<file path="src/rtl/conv_seq_ctrl.sv">
// Convolution sequencer: reads NUM_TAPS tap pairs, strobes the datapath, accumulates RMat products.
// Done in cycle NUM_TAPS+4 after start; optional SATURATE_EN macro selects clamping accumulation plus sat_flag.
module conv_seq_ctrl #(
  parameter int NUM_TAPS = 9,
  parameter int ADDR_W   = 4,
  parameter int ACC_W    = 24
) (
  input  logic              clock,
  input  logic              reset,
  input  logic              start,
  output logic              rd_en,
  output logic [ADDR_W-1:0] rd_addr,
  output logic              datap_sel,
  input  logic [15:0]       rmat,
  output logic              busy,
  output logic              done,
  output logic [ACC_W-1:0]  acc_out
`ifdef SATURATE_EN
  ,
  output logic              sat_flag
`endif
);

  typedef enum logic [1:0] {IDLE, RUN, DRAIN, DONE} state_t;

  localparam logic [ADDR_W-1:0] LAST_TAP = ADDR_W'(NUM_TAPS - 1);

  state_t            state, state_nxt;
  logic [ADDR_W-1:0] tap_cnt;
  logic [2:0]        vld_pipe;
  logic [ACC_W-1:0]  acc;
  logic [ACC_W-1:0]  acc_nxt;
  logic [ACC_W-1:0]  rmat_ext;
  logic              accept;

  assign accept    = (state == IDLE) && start;
  assign rd_addr   = tap_cnt;
  assign datap_sel = vld_pipe[0];
  assign acc_out   = acc;
  assign rmat_ext  = ACC_W'($signed(rmat));

  always_ff @(posedge clock) begin
    if (!reset) state <= IDLE;
    else        state <= state_nxt;
  end

  always_comb begin
    state_nxt = state;
    rd_en     = 1'b0;
    busy      = 1'b0;
    done      = 1'b0;
    case (state)
      IDLE: if (start) state_nxt = RUN;
      RUN: begin
        rd_en = 1'b1;
        busy  = 1'b1;
        if (tap_cnt == LAST_TAP) state_nxt = DRAIN;
      end
      // Leave once nothing is left upstream of stage 3: the last product lands this cycle.
      DRAIN: begin
        busy = 1'b1;
        if (vld_pipe[1:0] == 2'b00) state_nxt = DONE;
      end
      DONE: begin
        done      = 1'b1;
        state_nxt = IDLE;
      end
      default: state_nxt = IDLE;
    endcase
  end

`ifdef SATURATE_EN
  logic [ACC_W:0] sum_wide;
  logic           clamp;

  assign sum_wide = {acc[ACC_W-1], acc} + {rmat_ext[ACC_W-1], rmat_ext};
  assign clamp    = sum_wide[ACC_W] ^ sum_wide[ACC_W-1];

  always_comb begin
    acc_nxt = sum_wide[ACC_W-1:0];
    if (clamp) acc_nxt = sum_wide[ACC_W] ? {1'b1, {(ACC_W-1){1'b0}}} : {1'b0, {(ACC_W-1){1'b1}}};
  end

  always_ff @(posedge clock) begin
    if (!reset)                    sat_flag <= 1'b0;
    else if (accept)               sat_flag <= 1'b0;
    else if (vld_pipe[2] && clamp) sat_flag <= 1'b1;
  end
`else
  assign acc_nxt = acc + rmat_ext;
`endif

  always_ff @(posedge clock) begin
    if (!reset) begin
      tap_cnt  <= '0;
      vld_pipe <= '0;
      acc      <= '0;
    end else begin
      vld_pipe <= {vld_pipe[1:0], rd_en};
      if (accept)     tap_cnt <= '0;
      else if (rd_en) tap_cnt <= (tap_cnt == LAST_TAP) ? '0 : tap_cnt + 1'b1;
      // rmat is only meaningful while stage 3 is set.
      if (accept)           acc <= '0;
      else if (vld_pipe[2]) acc <= acc_nxt;
    end
  end

endmodule

</file>
<file path="config.mk">
export PLATFORM = sky130hd
export DESIGN_NAME = conv_seq_ctrl
export DESIGN_NICKNAME = d
export VERILOG_FILES = /design/src/rtl/conv_seq_ctrl.sv
export SDC_FILE = /design/constraint.sdc
export NUM_CORES = 1
export LEC_CHECK = 0
export CAP_MARGIN = 20
export CORE_MARGIN = 3
export CORE_UTILIZATION = 40
export DETAILED_ROUTE_END_ITERATION = 12
export PLACE_DENSITY = 0.74
export SETUP_SLACK_MARGIN = 0.5
export SKIP_LAST_GASP = 1
export SYNTH_ARGS = -nofsm -noshare
export SYNTH_HDL_FRONTEND = slang
export SYNTH_SLANG_ARGS = --single-unit
</file>
<file path="constraint.sdc">
create_clock -name clock -period 3.7 [get_ports clock]
set_clock_uncertainty 0.05 [all_clocks]
set_input_delay 0.37 -clock clock [delete_from_list [all_inputs] [get_ports clock]]
set_output_delay 0.37 -clock clock [all_outputs]
set_load 0.05 [all_outputs]
</file>
# Word level (Yosys, flattened, before mapping)
# Index checks and enable logic that the tools add are counted.
# totals
inputBits	19
wordCells	28
romBits	0
reg_bits	33
mem_bits_rw	0
latchBits	0
memories	0
# op_classes
div_mod_pow	0
bitwise_logic	1
n_eq_ne	7
shifts	0
n_mul	0
n_addsub	2
magnitude_cmp	0
n_mux	8
n_reduce_logical	6
# op_table
operator	count
$add 24x24->24	1
$pmux 2 s4	1
$mux 2	3
$ne 2x2->1 const B	3
$add 4x1->4 const B	1
$eq 2x2->1 const B	2
$eq 4x4->1 const B	1
$logic_not 2->1	2
$mux 4	1
$reduce_or 2->1	2
$mux 1	3
$reduce_and 3->1	1
$eq 2x1->1 const B	1
$logic_and 1x1->1	1
$not 1->1	1

# Depth between registers and ports, before layout
# Gate-level depths: netlist of the first run.
# depth
ltp_word	3
ltp_mapped	9
ltp_nobuf	9

# Worst setup path before layout of the first run
# Ideal clock, no wire load.
# synth_timing
kind	reg2reg
start	register acc[0] (netlist: acc_out[0])
end	register acc[16] (netlist: acc_out[16])
path_slack_ps	909
path_stages_with_launch	10
setup_ps	120
arrival_ps	2621
period_less_slack_ps	2791
path_cell_list	dfxtp_1 ha_1 fa_1 a211oi_2 nor2_1 or4_1 a31o_2 a311oi_2 xor2_1 o21ai_1
# synth_via
elab_chain_cells	1
# synth_lines
item	line_no	source
start: declaration	31	logic [ACC_W-1:0] acc;
start signal: assignment	104	else if (vld_pipe[2]) acc <= acc_nxt;
$add 24x24->24	90	assign acc_nxt = acc + rmat_ext;
# No other way between the ends.
# A chain may end at the register's enable or synchronous reset.

# Final worst setup path of the first run
# layout_timing
start	input port rmat[0]
end	register acc[22] (netlist: acc_out[22])
# layout_via
elab_chain_cells	1
# layout_lines
item	line_no	source
start: declaration	14	input logic [15:0] rmat,
$add 24x24->24	90	
# No other way between the ends.

==> summary.md, run 1 <==
| Metric | Value |
|---|---|
| Critical path capture point type | flip-flop |
| Pwr Total | between 1 and 1.5 mW |
| Starting density of the core | 41.8% |
| Most used cell along the critical path | o31ai_1 |
| Crit-path max cell delay | 0.58 ns |
| Period Utilization, post-route | 78.7% |
| Total of max-cap violations | 0 |
| I/O Buffers | 50 |
| Drt drc | 0 |
| Die height | ~85 um |
| Routability cong. | approximately 0.92 |
| P_leak | 1.26 nW |
| Final slew viol count | 0 |
| Mapped Cells | 310 |
| Power Dens Cells | about 380 nW/um2 |
| Pin count of the biggest net entering global routing | 25 |
| Die W | roughly 85 um |
| Antenna viol nets, final | 0 |
| Synth cell types | 52 |
| First-pass GRT wire length | between 10,000 and 15,000 um |
| Top cells by area, synth | dfxtp_1, ha_1, a21oi_1, nor2_1, nand2_1 |
| Post-layout util | 52.9% |
| RSZ-0062 raised after global routing | false |
| GR Util All Layers | 18.0% |
| Post-CTS Setup Repair Bufs | 0 |
| Clock Latency Late Sink | 0.28 ns |
| Number of detailed-route iterations in the first pass | 4 |
| Setup TNS | 0 ns |
| Syn nets | 360 |
| Crit path max fanout | 4 |
| Fraction of layout instances using a drive strength above 1 | 4.12% |
| Area leader, netlist | dfxtp_1 |
| DR WL/cell | approximately 14 um |
| Starting DRC count in detailed routing | 167 |
| Number of enable flip-flop cells after synthesis | 0 |
| WP buf/inv | 1 |
| Sequential share of the synthesized area | a little over a quarter |
| Slew @ Worst Pin | roughly 0.61 ns |
| CTS Buf Count | 5 |
| CP Data Arrival Time | just over 3 ns |
| Pint | slightly above 700 uW |
| Vias in the first global route | roughly 2,300 |
| Top_reg_cell synth | dfxtp_1 |
| Clock power frac | between 20 and 25% |
| Most frequent cells in the layout | clkdlybuf4s50_1, dfxtp_1, nor2_1, ha_1, a21oi_1 |
| Final wirelength | 6340 um |
| Gr ovfl total | 0 |
| CP Data Required Time | around 3.8 ns |
| Via count | 2,474 |
| Clock period minus worst slack | around 2.9 ns |
| Mapped cell area | roughly 2500 um2 |
| Die area | roughly 7300 um2 |
| Share of the synthesized area in the top cell type | about a quarter |
| Cell Chain, Critical Path | clkdlybuf4s50_1 > ha_1 > fa_1 > a211oi_2 > nor2_1 > o41ai_1 > o31ai_1 > o31ai_1 > xor2_1 > o21ai_0 |
| Area delta synth->final | 26.5% |
| Worst VDD drop | 0.476 mV |
| Area of the core | 6030 um2 |
| Root Driver | clkbuf_8 |
| Nets | just over 400 |
| Clk buf depth | 2 |
| Hold crit path type | flip-flop to flip-flop |
| Mapped Avg Cell Area | just over 8 um2 |
| Clock tree sinks | 33 |
| CP Class | input port to flip-flop |
| N_diodes | 0 |
| Via density | between 5 and 6 |
| Status | finished clean |
| Max Clock Freq | 344 MHz |
| Post-DP HPWL | slightly below 5000 um |
| Std cell rows | 28 |
| Antenna violations before repair | 0 |
| Final Hold Fails | 0 |
| Seq cells post-synth | 33 |
| Clock-pin transition on the worst setup and hold timing paths | approximately 0.07 ns |
| Combinational power share | a little over two fifths |
| Post-CTS sizing | 0 |
| Synth warn | 0 |
| Hold-fix buffers, CTS | 0 |
| Fill cells | 576 |
| Psw | slightly below 500 uW |
| Asr flop ratio synth | 0% |
| Htree depth | 2 |
| Slowest stage cell, crit path | o41ai_1 |
| CP Launch Type | input port |
| # IOs | 51 |
| CP top delay family | compound AO/OA/AOI/OAI gates |
| Area of the multi-input gates | about 1800 um2 |
| Sequential share of power | approximately 34% |
| Commonest non-fill, non-tap cell in the layout | clkdlybuf4s50_1 |
| Switching share of power | between 40% and 50% |
| CTS tree | done |
| Final setup violation count | 0 |
| Max transition margin | between 50% and 60% |
| Sequential Area | between 600 and 700 um2 |
-- stage by stage --
stage | hold WS (ns) | cells | area, um2 | worst slack (ns)
2_1_floorplan | 0.374 | 310 | 2520 | 0.909
3_3_place_gp | 0.387 | 431 | 3110 | 0.519
3_5_place_dp | 0.409 | 431 | 3110 | 0.475
4_1_cts | 0.424 | 439 | 3190 | 0.780
5_1_grt | 0.444 | 439 | 3190 | 0.639
6_report | 0.416 | 439 | 3190 | 0.789
-- sequential cells by signal (all words and copies together) (netlist names) --
| name | cells |
|---|---|
| acc_out | 24 |
| vld_pipe | 3 |
| rd_addr | 4 |
| state | 2 |
-- final timing paths --
kind              cells after the start  slack, ns          end         from
setup / recovery                     10       0.79  acc_out[22]      rmat[0]
hold / removal                        1       0.42  vld_pipe[2]  vld_pipe[1]
setup reg to reg                      9       0.97  acc_out[22]   acc_out[0]
hold reg to reg                       1       0.42  vld_pipe[2]  vld_pipe[1]
-- cell usage after synthesis, drive strengths merged (2+ instances only) --
master and number:
nand2 27, nor2b 4, xnor2 6, nand3b 2, dfxtp 33, mux2i 10, a31oi 4, o41ai 2
o31ai 3, a21o 6, or4 4, o221ai 2, inv 10, a21oi 28, nor3 2, nand2b 5
or3 2, ha 30, nand4 3, clkbuf 5, nor2 31, nand3 14, and3 4, a211oi 9
and2 7, o211ai 5, xor2 9, nand4b 2, o21ai 23
-- power groups by stage --
stage	Sequential, mW	Clock [mW]	Combinational, mW
after floorplan	0.471	0	0.324
final	0.411	0.264	0.528
after detailed placement	0.420	0	0.523
after CTS	0.411	0.276	0.527
after global placement	0.419	0	0.515
after global routing	0.416	0.292	0.576
-- per-layer routing --
| layer | up-vias | track usage [%] | routed length, um |
|---|---|---|---|
| met5 | - | 0 | 0 |
| met4 | 0 | 4.75 | 80 |
| met3 | 8 | 5.15 | 510 |
| met1 | 1136 | 23.9 | 2930 |
| li1 | 1251 | - | - |
| met2 | 79 | 28.7 | 2820 |
-- final cells by class --
class / count / share of cell area (%)
well taps: 75 / 2.94
clock buffers: 8 / 2.51
multi-input cells: 260 / 56.3
repair buffers: 52 / 16.2
flip-flops and latches: 33 / 20.7
inverters: 11 / 1.30
-- cell families (layout without fill, tap and decap cells) --
family | after synthesis | in the layout | synth area share, %
AOI/OAI and AO/OA | 94 | 94 | 24.8
xor gates and xnor gates | 15 | 15 | 5.21
adders and majority gates | 31 | 31 | 15.7
buffers and inverters | 17 | 71 | 2.53
DFF | 33 | 33 | 26.2
muxes | 11 | 11 | 4.42
and+or+nand+nor | 109 | 109 | 21.2
No activity file was read; power rests on OpenSTA's default activity.
==> inputs of run 2 (changes only) <==
--- a/config.mk
+++ b/config.mk
@@ -9,7 +9,7 @@
 export CORE_MARGIN = 3
 export CORE_UTILIZATION = 40
 export DETAILED_ROUTE_END_ITERATION = 12
-export PLACE_DENSITY = 0.74
+export PLACE_DENSITY = 0.76
 export SETUP_SLACK_MARGIN = 0.5
 export SKIP_LAST_GASP = 1
 export SYNTH_ARGS = -nofsm -noshare
==> constraint.sdc (replaced) <==
create_clock -name clock -period 2.5 [get_ports clock]
set_clock_uncertainty 0.05 [all_clocks]
set_input_delay 0.25 -clock clock [delete_from_list [all_inputs] [get_ports clock]]
set_output_delay 0.25 -clock clock [all_outputs]
set_load 0.05 [all_outputs]
==> run 2 against run 1 <==
Via count grew 9.8%. Register-to-register slack worse by 1.0 ns. Critical endpoint is now acc_out[20]. Setup slack got worse by 0.83 ns. Die area unchanged. Clock-buffer cell count decreased by 3. The flow now finishes with violations (negative setup slack).
==> summary.md, run 2 (synthesis results as in run 1) <==
| Metric | Value |
|---|---|
| Max Clock Freq | just under 400 MHz |
| Most frequent cells in the layout | buf_4, clkdlybuf4s50_1, nor2_1, nand2_1, a21oi_1 (was clkdlybuf4s50_1, dfxtp_1, nor2_1, ha_1, a21oi_1) |
| GR Util All Layers | 22.0% (was 18.0%) |
| Die height | 85.4 um (unchanged) |
| Hold crit path type | flip-flop to flip-flop (unchanged) |
| Number of cells on the worst reg-to-reg path | 9 (unchanged) |
| # IOs | 51 (unchanged) |
| Max transition margin | 65.2% (was 58.9%) |
| Stages on the worst setup path | 9 (was 10) |
| P_leak | 1.61 nW (was 1.26 nW) |
| First-pass GRT wire length | 13,100 um (was 10,800 um) |
| Final slew viol count | 0 (unchanged) |
| Setup TNS | -0.0819 ns (was 0 ns) |
| Slowest stage cell, crit path | or4_4 (was o41ai_1) |
| Crit. Startpoint | acc_out[0] (was rmat[0]) |
| Worst setup path endpoint | acc_out[20] (was acc_out[22]) |
| I/O Buffers | 50 (unchanged) |
| Fraction of layout instances using a drive strength above 1 | 30.5% (was 4.12%) |
| Clock period minus worst slack | 2.54 ns |
| RSZ-0062 raised after global routing | true (was false) |
| Most used cell along the critical path | or4_4 (was o31ai_1) |
| CTS tree | done (unchanged) |
| Routability cong. | 0.900 (was 0.917) |
| Total of max-cap violations | 0 (unchanged) |
| Starting density of the core | 41.8% (unchanged) |
| Post-DP HPWL | 5600 um (was 4860 um) |
| Worst R2R Start | acc_out[0] (unchanged) |
| Root Driver | clkbuf_8 (unchanged) |
| CTS Buf Count | 5 (unchanged) |
| Drt drc | 0 (unchanged) |
| Via density | 5.50 (was 5.64) |
| Vias in the first global route | 2,768 (was 2,328) |
| Pwr Total | 1.87 mW (was 1.20 mW) |
| Clock tree sinks | 33 (unchanged) |
| Final wirelength | 7460 um (was 6340 um) |
| Status | complete, but fails checks (was finished clean) |
| Crit path max fanout | 3 (was 4) |
| WP buf/inv | 0 (was 1) |
| Starting DRC count in detailed routing | 195 (was 167) |
| Area delta synth->final | 55.6% (was 26.5%) |
| CP Launch Type | flip-flop (was input port) |
| Nets | 468 (was 413) |
| Area of the core | 6030 um2 (unchanged) |
| Final Hold Fails | 0 (unchanged) |
| CP Data Required Time | 2.63 ns (was 3.82 ns) |
| Commonest non-fill, non-tap cell in the layout | buf_4 (was clkdlybuf4s50_1) |
| Critical path capture point type | flip-flop (unchanged) |
| Period Utilization, post-route | 102% |
| Number of detailed-route iterations in the first pass | 4 (unchanged) |
| Htree depth | 2 (unchanged) |
| Antenna violations before repair | 0 (unchanged) |
| CP top delay family | compound AO/OA/AOI/OAI gates (unchanged) |
| DR WL/cell | 15.1 um (was 14.4 um) |
| Die W | 85.4 um (unchanged) |
| CP Class | flip-flop to flip-flop (was input port to flip-flop) |
| Via count | 2,716 (was 2,474) |
| Crit-path max cell delay | 0.42 ns (was 0.58 ns) |
| Slew @ Worst Pin | 0.520 ns (was 0.608 ns) |
| Std cell rows | 28 (unchanged) |
| Failing checks | negative setup slack |
| N_diodes | 0 (unchanged) |
| Final setup margin | -0.0412 ns (was 0.789 ns) |
| CP Data Arrival Time | 2.68 ns (was 3.03 ns) |
| Worst reg2reg path endpoint | acc_out[20] (was acc_out[22]) |
| Cell Chain, Critical Path | ha_4 > fa_2 > a211oi_2 > nor2_2 > or4_4 > a31o_4 > a221oi_4 > or4_4 > nand3_2 (was clkdlybuf4s50_1 > ha_1 > fa_1 > a211oi_2 > nor2_1 > o41ai_1 > o31ai_1 > o31ai_1 > xor2_1 > o21ai_0) |
| Power Dens Cells | 477 nW/um2 (was 377 nW/um2) |
| Worst VDD drop | 0.535 mV (was 0.476 mV) |
| Die area | 7290 um2 (unchanged) |
| Max reg flops | 24 (unchanged) |
| Clock-pin transition on the worst setup and hold timing paths | 0.08 ns (was 0.07 ns) |
| Clock Latency Late Sink | 0.29 ns (was 0.28 ns) |
| Clk buf depth | 2 (unchanged) |
| Antenna viol nets, final | 0 (unchanged) |
| Pin count of the biggest net entering global routing | 14 (was 25) |
| Final setup violation count | 4 (was 0) |
| Gr ovfl total | 0 (unchanged) |
| R2r setup slk | -0.04 ns (was 0.97 ns) |
==> run 2: changes by cell type in the layout (fill, tap and decap cells not counted), moves of 4 or more <==
cell and change:
ha_4 +7, dlygate4sd2_1 +4, a21oi_1 -4, dfxtp_1 -21, o21ai_0 -4, ha_1 -9
buf_4 +53, clkdlybuf4s50_1 -7, dfxtp_2 +8, dfxtp_4 +13
==> run 2: worst min-delay path by stage <==
stage	depth (start not counted)	start	end
2_1_floorplan	1	reset	vld_pipe[2]
3_3_place_gp	1	vld_pipe[1]	vld_pipe[2]
3_5_place_dp	2	acc_out[18]	acc_out[18]
4_1_cts	2	acc_out[18]	acc_out[18]
5_1_grt	2	acc_out[18]	acc_out[18]
6_report	2	acc_out[18]	acc_out[18]
==> run 2: what timing repair did <==
item	in CTS	in global routing
setup endpoints to repair	19	21
gates resized for setup	38	8
hold buffers	0	0
pin swaps	19	7
hold endpoints to repair	0	0
buffers inserted	6	1
==> run 2: layer usage <==
layer / up-vias / GRT usage [%] / share of wire, %
met5: - / 0 / 0
met2: 87 / 36.9 / 48
met1: 1254 / 27.6 / 43
met3: 12 / 4.66 / 6.6
li1: 1363 / - / -
met4: 0 / 8.49 / 1.9
==> run 2: layout make-up <==
class	count	area (um2)
clock buffer	5	68.8
clock inverter	3	17.5
fill	502	2100
inverter	11	41.3
multi-input combinational	260	2050
sequential	33	719
tap	75	93.8
timing repair buffer	107	928
==> run 2: worst reg2reg max path, stage by stage (launching register included) <==
cell and delay, ns:
dfxtp_4 0.35, ha_4 0.16, fa_2 0.39, a211oi_2 0.21
nor2_2 0.07, or4_4 0.42, a31o_4 0.28, a221oi_4 0.27
or4_4 0.17, nand3_2 0.05
==> run 2: metrics by stage <==
step                      utilization [%]  hold WS [ns]  cell area [um2]  setup slack (ns)  instances
after floorplan                         -         0.327             2670           -0.0694        310
after global placement               60.0         0.391             3610            -0.421        479
after detailed placement             60.0         0.401             3610            -0.446        479
after CTS                            64.7         0.412             3900           -0.0352        493
after global routing                 65.1         0.428             3920            -0.136        494
final                                65.1         0.408             3920           -0.0412        494
==> run 2: power breakdown <==
part / internal, mW / switching (mW)
registers: 0.562 / 0.0415
clock network: 0.192 / 0.213
logic: 0.332 / 0.529
total: 1.09 / 0.783
==> RTL edit (flow settings as in run 1) <==
Re-encode `state_t` (4 states) as one-hot, 4 bits wide.
--- a/src/rtl/conv_seq_ctrl.sv
+++ b/src/rtl/conv_seq_ctrl.sv
@@ -23,3 +23,3 @@
 
-  typedef enum logic [1:0] {IDLE, RUN, DRAIN, DONE} state_t;
+  typedef enum logic [3:0] {IDLE = 4'b0001, RUN = 4'b0010, DRAIN = 4'b0100, DONE = 4'b1000} state_t;
 
Behaviour: same outputs for any inputs over 10 cycles, from zero or initial values and one cycle with reset low; not proved beyond that.
==> RTL edit against run 1 <==
  * Synthesized cell count grew 1.3%
  * Cell area grew 2.0%
  * Area after synthesis grew 2.5%
  * Critical path depth shrank 1
  * Worst setup slack gained 130 ps
  * Sequential cell count grew 2
  * Register-to-register slack gained 130 ps
  * Wire length shrank 0.80%
  * Critical path type unchanged
Power is not compared: it rests on default switching activity, and its combinational part moved more than twofold at a synthesized area within 25%.
==> RTL edit: results (changes against run 1) <==
* Status: finished clean
* Worst Hold Class: flop to flop
* Slew margin rel. at 0.3936 (-0.1957)
* Post-Synth XOR/XNOR Area at 0.06105 (+0.008911)
* Top cells by area, synth: dfxtp_1 (27%), ha_1 (12%), a21oi_1 (5.0%)
* Share of cells above drive strength 1 at 0.06593 (+0.02473)
* Synth async-reset ratio at 0 (unchanged)
* Worst slack, placed at 640.8 ps (+165.6 ps)
* Register-to-Register Path Depth at 8 (-1)
* Mux contribution to synthesized area at 0.05572 (+0.01153)
* Vias per cell at 5.729 (+1.7%)
* Critical path's slowest cell: fa_1
* RePlAce Congestion at 0.9285 (+1.3%)
* Vias in the first global route at 2,376 (+2.1%)
* Synth Net Count at 359 (-0.28%)
* Top post-synthesis cells by count: dfxtp_1 (35), nor2_1 (32), nand2_1 (28), a21oi_1 (26), ha_1 (25)
* DRT Wirelength at 6.288 mm (-0.80%)
* Diode count at 0 (unchanged)
* Clk slew on worst S/H paths at 70 ps (about the same)
* Crit path max fanout at 4 (unchanged)
* Final #Nets at 409 (-0.97%)
* Fill cells at 604 (+4.9%)
* First-pass GRT wire length at 10.62 mm (-1.5%)
* Max stage delay on crit path at 420 ps (-160 ps)
* Pin count of the biggest net entering global routing at 26 (+4.0%)
* Number of H-tree levels at 2 (unchanged)
* Worst path arrival time at 2950 ps (-80 ps)
* GRT Total Usage at 0.1746 (-0.005394)
* Compound-gate portion of the synthesized area at 0.2340 (-0.01375)
* Post-detail-place hpwl at 4.851 mm (-0.15%)
* Worst r2r src: acc_out[0]$_SDFFE_PP0P_
* Drt first-iter violations at 151 (-9.6%)
* Inserted Clock Buffers at 5 (unchanged)
* Synth Area in Adders at 0.1289 (-0.02803)
* Register area share after synthesis at 0.2713 (+0.009153)
## RTL edit: cell types whose count changed after synthesis, sizes merged, moves of 5 or more
cell,run 1,this run
a211oi,9,1
a21o,6,11
ha,30,25
nand3b,2,11
## RTL edit: worst paths after layout
| check | slack (ps) | to |
|---|---|---|
| max | 920 | acc_out[16]$_SDFFE_PP0P_ |
| min | 420 | vld_pipe[2]$_SDFF_PN0_ |
| max reg2reg | 1100 | acc_out[16]$_SDFFE_PP0P_ |
| min reg2reg | 420 | vld_pipe[2]$_SDFF_PN0_ |
## RTL edit: power breakdown
group	total, uW	internal, uW	switching (uW)
registers	388	381	6.64
clock network	290	146	143
logic	126	52.6	73.1
## RTL edit: per-layer routing
metal	GRT usage	up-vias	share of wire
li1	-	1265	-
met3	0.03802	9	0.070
met1	0.2339	1164	0.46
met2	0.2782	77	0.45
met4	0.05807	0	0.015
met5	0	-	0
## RTL edit: metrics by stage
stage / instances / total power (uW) / hold WS [ps] / cell area [um^2]
after floorplan: 314 / 474.7 / 380.5 / 2582
after global placement: 432 / 520.1 / 398.2 / 3162
after detailed placement: 432 / 522.3 / 398.5 / 3162
after CTS: 439 / 813.6 / 415.7 / 3249
after global routing: 439 / 845.3 / 433.4 / 3249
final: 439 / 803.2 / 417.2 / 3249
## RTL edit: kinds of logic after synthesis
logic type | count (synthesis)
simple gates | 115
compound gates | 90
flops | 35
fa+ha+maj | 26
xor+xnor | 18
buf+inv | 16
mux | 14
## RTL edit: worst max-delay path: cells and delay by family
| family | cells | cell delay [ps] |
|---|---|---|
| AO/OA/AOI/OAI | 5 | 1390 |
| adder cells (fa/ha/maj) | 2 | 650 |
| buffers and inverters | 1 | 400 |
| AND/OR/NAND/NOR | 1 | 150 |
## RTL edit: final cells by class
cell class / instances / area [um^2] / area share
timing repair buffer: 52 / 515.5 / 0.1586
tap: 75 / 93.84 / 0.02888
sequential: 35 / 700.7 / 0.2156
clock inverter: 1 / 5.005 / 0.001540
multi-input combinational: 263 / 1826 / 0.5618
inverter: 7 / 26.28 / 0.008086
clock buffer: 6 / 82.58 / 0.02541
